**src/rtl/iq_pkg.sv**
```systemverilog
// rtl/iq_pkg.sv - shared issue-queue sizing, entry address type and popcount helper
package iq_pkg;

    localparam int DECODE_NUM = 4;
    localparam int ISSUE_NUM  = 4;
    localparam int CIQ_DEPTH  = 16;
    localparam int ADDR_W     = 4;
    localparam int SLOT_IDX_W = $clog2(DECODE_NUM);
    localparam int SLOT_CNT_W = $clog2(DECODE_NUM + 1);

    typedef logic [ADDR_W-1:0] entry_addr_t;
    typedef logic [ADDR_W:0]   entry_cnt_t;

    function automatic entry_cnt_t popcount(input logic [CIQ_DEPTH-1:0] v);
        entry_cnt_t cnt;
        cnt = '0;
        for (int i = 0; i < CIQ_DEPTH; i++) begin
            cnt = cnt + entry_cnt_t'(v[i]);
        end
        return cnt;
    endfunction

endpackage

```
**src/rtl/iq_free_pick.sv**
```systemverilog
// rtl/iq_free_pick.sv - picks the DECODE_NUM lowest-index free entries
module iq_free_pick
    import iq_pkg::*;
(
    input  logic [CIQ_DEPTH-1:0]                free_mask,
    output entry_addr_t [DECODE_NUM-1:0]        pick_addr,
    output logic        [DECODE_NUM-1:0]        pick_found
);

    logic [CIQ_DEPTH-1:0] w_rem;

    // Each stage is a first-one finder over what the earlier stages left behind.
    always_comb begin
        w_rem      = free_mask;
        pick_addr  = '0;
        pick_found = '0;
        for (int k = 0; k < DECODE_NUM; k++) begin
            for (int i = CIQ_DEPTH - 1; i >= 0; i--) begin
                if (w_rem[i]) begin
                    pick_addr[k]  = entry_addr_t'(i);
                    pick_found[k] = 1'b1;
                end
            end
            if (pick_found[k]) begin
                w_rem[pick_addr[k]] = 1'b0;
            end
        end
    end

endmodule

```
**src/rtl/iq_alloc.sv**
```systemverilog
// rtl/iq_alloc.sv - issue-queue entry allocator with all-or-nothing dispatch and grant release
module iq_alloc
    import iq_pkg::*;
(
    input  logic                            clk,
    input  logic                            rst_n,
    input  logic [DECODE_NUM-1:0]           dispatch_valid,
    output logic                            dispatch_ready,
    output entry_addr_t [DECODE_NUM-1:0]    free_addr,
    output logic [DECODE_NUM-1:0]           free_valid,
    input  entry_addr_t [ISSUE_NUM-1:0]     arbit_addr,
    input  logic [ISSUE_NUM-1:0]            arbit_grant,
    input  logic                            flush,
    output logic [CIQ_DEPTH-1:0]            busy_vec,
    output logic [ADDR_W:0]                 free_count,
    output logic                            full
);

    logic [CIQ_DEPTH-1:0]           r_busy_vec;
    entry_cnt_t                     r_free_count;

    entry_addr_t [DECODE_NUM-1:0]   w_pick_addr;
    logic [DECODE_NUM-1:0]          w_pick_found;
    entry_addr_t [DECODE_NUM-1:0]   w_free_addr;
    logic [SLOT_CNT_W-1:0]          w_slot_cnt;
    entry_cnt_t                     w_req_cnt;
    logic                           w_ready;
    logic [DECODE_NUM-1:0]          w_free_valid;
    logic [CIQ_DEPTH-1:0]           w_rel_mask;
    logic [CIQ_DEPTH-1:0]           w_eff_rel;
    logic [CIQ_DEPTH-1:0]           w_alloc_mask;
    logic [CIQ_DEPTH-1:0]           w_busy_next;
    entry_cnt_t                     w_count_next;

    iq_free_pick u_free_pick (
        .free_mask  (~r_busy_vec),
        .pick_addr  (w_pick_addr),
        .pick_found (w_pick_found)
    );

    // Compact the picks onto the valid slots so sparse groups still use the lowest free entries.
    always_comb begin
        w_free_addr = '0;
        w_slot_cnt  = '0;
        for (int i = 0; i < DECODE_NUM; i++) begin
            if (dispatch_valid[i]) begin
                w_free_addr[i] = w_pick_addr[w_slot_cnt[SLOT_IDX_W-1:0]];
                w_slot_cnt     = w_slot_cnt + SLOT_CNT_W'(1);
            end
        end
    end

    assign w_req_cnt    = popcount(CIQ_DEPTH'(dispatch_valid));
    assign w_ready      = !flush && (w_req_cnt <= r_free_count);
    assign w_free_valid = dispatch_valid & {DECODE_NUM{w_ready}};

    always_comb begin
        w_rel_mask = '0;
        for (int j = 0; j < ISSUE_NUM; j++) begin
            if (arbit_grant[j]) begin
                w_rel_mask[arbit_addr[j]] = 1'b1;
            end
        end
    end

    always_comb begin
        w_alloc_mask = '0;
        for (int i = 0; i < DECODE_NUM; i++) begin
            if (w_free_valid[i]) begin
                w_alloc_mask[w_free_addr[i]] = 1'b1;
            end
        end
    end

    // Only grants that hit occupied entries give anything back to the free pool.
    assign w_eff_rel    = w_rel_mask & r_busy_vec;
    assign w_busy_next  = (r_busy_vec & ~w_rel_mask) | w_alloc_mask;
    assign w_count_next = r_free_count + popcount(w_eff_rel) - popcount(w_alloc_mask);

    always_ff @(posedge clk or negedge rst_n) begin
        if (!rst_n) begin
            r_busy_vec   <= '0;
            r_free_count <= entry_cnt_t'(CIQ_DEPTH);
        end else if (flush) begin
            r_busy_vec   <= '0;
            r_free_count <= entry_cnt_t'(CIQ_DEPTH);
        end else begin
            r_busy_vec   <= w_busy_next;
            r_free_count <= w_count_next;
        end
    end

    assign dispatch_ready = w_ready;
    assign free_addr      = w_free_addr;
    assign free_valid     = w_free_valid;
    assign busy_vec       = r_busy_vec;
    assign free_count     = r_free_count;
    assign full           = (r_free_count == '0);

`ifndef SYNTHESIS
    a_alloc_from_free: assert property (@(posedge clk) disable iff (!rst_n)
        (w_alloc_mask & r_busy_vec) == '0);
    a_alloc_rel_disjoint: assert property (@(posedge clk) disable iff (!rst_n)
        (w_alloc_mask & w_eff_rel) == '0);
    a_idle_grant_no_effect: assert property (@(posedge clk) disable iff (!rst_n)
        ((w_busy_next & ~w_alloc_mask) == (r_busy_vec & ~w_eff_rel)));
    a_count_tracks_busy: assert property (@(posedge clk) disable iff (!rst_n)
        r_free_count == entry_cnt_t'(CIQ_DEPTH) - popcount(r_busy_vec));
    a_picks_cover_group: assert property (@(posedge clk) disable iff (!rst_n)
        !w_ready || (popcount(CIQ_DEPTH'(w_pick_found)) >= w_req_cnt));
`endif

endmodule

```
**config.mk**
```make
export PLATFORM = sky130hd
export DESIGN_NAME = iq_alloc
export DESIGN_NICKNAME = d
export VERILOG_FILES = /design/src/rtl/iq_pkg.sv /design/src/rtl/iq_free_pick.sv /design/src/rtl/iq_alloc.sv
export SDC_FILE = /design/constraint.sdc
export NUM_CORES = 1
export LEC_CHECK = 0
export CORE_MARGIN = 3
export CORE_UTILIZATION = 50
export DETAILED_ROUTE_END_ITERATION = 8
export GPL_TIMING_DRIVEN = 1
export HOLD_SLACK_MARGIN = 0.06
export PLACE_DENSITY = 0.79
export SETUP_SLACK_MARGIN = 0.02
export SYNTH_ARGS = -nofsm -noshare
export SYNTH_HDL_FRONTEND = slang
export SYNTH_HIERARCHICAL = 1
export SYNTH_SLANG_ARGS = --single-unit
```
**constraint.sdc**
```tcl
create_clock -name clk -period 11.38 [get_ports clk]
set_input_delay 1.707 -clock clk [delete_from_list [all_inputs] [get_ports clk]]
set_output_delay 1.707 -clock clk [all_outputs]
set_load 0.02 [all_outputs]
```
==> reports/summary.md <==
The post-route fraction of the period consumed by the critical path was 0.9122. Setup repair after global routing left no endpoint under its margin. The first detailed-routing pass ran for 6 iterations.

The number of global-route vias before repair was 5938; the final HPWL from detailed placement was 15220 um. Averaged over all synthesized cells, the footprint is 7.359 um2. The tools report the number of H-tree levels as 1. The post-synthesis net count is 823, and the post-route clock skew is 0.003811 ns.

Clock-pin slew was measured on the worst setup and hold paths at 0.09 ns. The global-route wire length before repair came out at 30370 um. The number of instances in the placed design came out at 925. The instance area after placement was 6236 um2; the worst path setup slack after routing was 0.9991 ns. For this design the ratio of total power to cell area is 155.8 nW/um2. At the worst endpoint, the arrival time is 10.50 ns.

Number of buffers inserted to repair setup after CTS: 0. Entering global routing, the biggest net connects 33 pins. The worst setup path is captured at a register. The startpoint identified for the worst register-to-register timing path is busy_vec[3]. The die outline area is 12320 um2. The final core area utilization was 0.5978. The startpoint of the most critical setup path is busy_vec[3]. The initial core utilization was 0.5245. Kind of start point of the critical path: a register. Leaving out fill and tap cells, the most frequent cells in the layout are inv_1 (76), nand2_1 (74), clkdlybuf4s50_1 (69). The run gives 2.481 nW as the leakage power figure. The path class of the tightest hold or removal check is register to register. For the cell area after technology mapping, the log shows 5512 um2. The tools report the master cell of the clock root buffer as clkbuf_8.

The number of cells on the worst reg-to-reg path is 34. Leaving out fill and tap cells, the most frequent cell in the layout is inv_1. Number of buffers created by CTS: 3.

For the worst setup path, the data required time is 11.50 ns. The setup check on the worst reg-to-reg path leaves a slack of 1.0 ns. Summing over every cut layer, the via total after detailed routing is 6312. For this run, the slowest stage of the critical path takes 0.67 ns. Among all stages on the critical path, the largest delay is contributed by nor4_1.

The cell row count was 37. Initial antenna violation count: 0. The most common cell type on the critical path was fa_1.

Number of buffers between clock root and the deepest sink: 2. The cell count after synthesis came out at 749. In this run the remaining antenna-violating nets after routing total 0. The post-layout minimum cycle time came out at 10.38 ns. For this run the aggregate overflow at the end of global routing stands at 0. Number of gates given a new drive strength after cts: 0. The worst slew margin relative to its limit was 0.1864; the final layout net count was 868. The count of final max-slew check failures is 0. The number of warning messages in the yosys log was 6. Clock sink total: 21. The final instance area was 6282 um2; the routed via count divided by cell count was 6.794. The maximum net fanout on the critical path works out to 14. The synthesis-to-finish area growth was 13.98%; the global router's overall resource usage was 0.2950. Measured along the x axis, the die boundary spans 111.0 um.

Timing would allow up to 96.33 MHz. For the final routed database, the setup TNS stands at 0 ns. The tools report the timing endpoint of the critical path as free_count[3]. For the number of DRC violations after detailed-routing iteration 0, the log shows 634.

The count of cells in the finished layout, fillers not included, comes to 929. The run gives 0 as the number of hold buffers added after CTS. After detailed routing, the number of remaining DRC violations is 0. The post-placement setup slack is 1.185 ns. After detailed routing, the average wire length per cell comes to 20.21 um. The proportion of layout cells with a drive suffix above 1 is 0.07818. The die is 111.0 um tall. 0 antenna diodes ended up in the layout.

The final wirelength is 18780 um. Setup violations remaining at the end of the flow were counted as 0. The placeable core region came out at 10510 um2. The tools report the final count of hold timing violations as 0.

IR analysis of the VDD net gives a maximum drop of 0.0004742 V. At the later pin of the worst-skew pair, clock insertion delay measures 0.27 ns. The run gives 1.000 as the final weighted congestion in routability-driven placement. The slew at the pin closest to its max-slew limit came out at 1.208 ns. Path type of the worst setup path: register to register.

The run finished with clean final reports. The capture instance of the worst register-to-register path is free_count[3]. The max-capacitance violation count was 0; the quantity of I/O buffers inserted on ports was 69. TritonCTS built the clock tree. In this run the count of I/O pins placed on the die edge is 70.
## area by class of cell
| class | count | area, um2 |
|---|---|---|
| clock inverters | 1 | 5.005 |
| multi-input cells | 621 | 4552 |
| fillers | 971 | 4227 |
| inverters | 77 | 289.0 |
| clock buffers | 3 | 41.29 |
| repair buffers | 70 | 698.2 |
| well taps | 136 | 170.2 |
| flip-flops and latches | 21 | 526.8 |
## how the worst min path moves through the flow
| stage | to | startpoint | cells past startpoint | slack, ns |
|---|---|---|---|---|
| 6_report | busy_vec[11] | busy_vec[11] | 2 | 0.58 |
| 5_1_grt | busy_vec[11] | busy_vec[11] | 2 | 0.59 |
| 4_1_cts | busy_vec[11] | busy_vec[11] | 2 | 0.58 |
| 3_5_place_dp | busy_vec[11] | busy_vec[11] | 2 | 0.56 |
| 3_3_place_gp | busy_vec[11] | busy_vec[11] | 2 | 0.55 |
| 2_1_floorplan | busy_vec[11] | busy_vec[11] | 2 | 0.62 |
## per-stage QoR
step           hold slack (ns)  total power, W
2_1_floorplan           0.6232       0.0007193
3_3_place_gp            0.5486       0.0009051
3_5_place_dp            0.5606       0.0009244
4_1_cts                 0.5754       0.0009790
5_1_grt                 0.5946        0.001105
6_report                0.5786       0.0009788
## sequential cells by signal, indices dropped and copies added (netlist names)
signal	cells
busy_vec	16
free_count	5
## report_power, final
part / total [W] / internal [W] / switching, W
clock: 0.0000524 / 0.0000245 / 0.0000279
combinational: 0.000820 / 0.000353 / 0.000467
sequential: 0.000107 / 0.0000938 / 0.0000129
total: 0.000979 / 0.000471 / 0.000508
## layer usage
| metal | routed length, um | track usage | vias to the layer above |
|---|---|---|---|
| met5 | 0 | 0 | - |
| met4 | 553 | 0.08292 | 0 |
| met3 | 2162 | 0.05349 | 57 |
| met2 | 8498 | 0.4737 | 446 |
| met1 | 7564 | 0.4071 | 2957 |
| li1 | - | - | 2852 |
## critical path: cells and delay by family, from the launching register on
family          cells  cell delay, ns
fa+ha+maj           8            3.59
compound gates     12            2.89
simple gates        7            2.19
mux                 1            0.53
buf+inv             5            0.47
flops               1            0.37
xor+xnor            1            0.17
(Power assumes the default switching activity.)
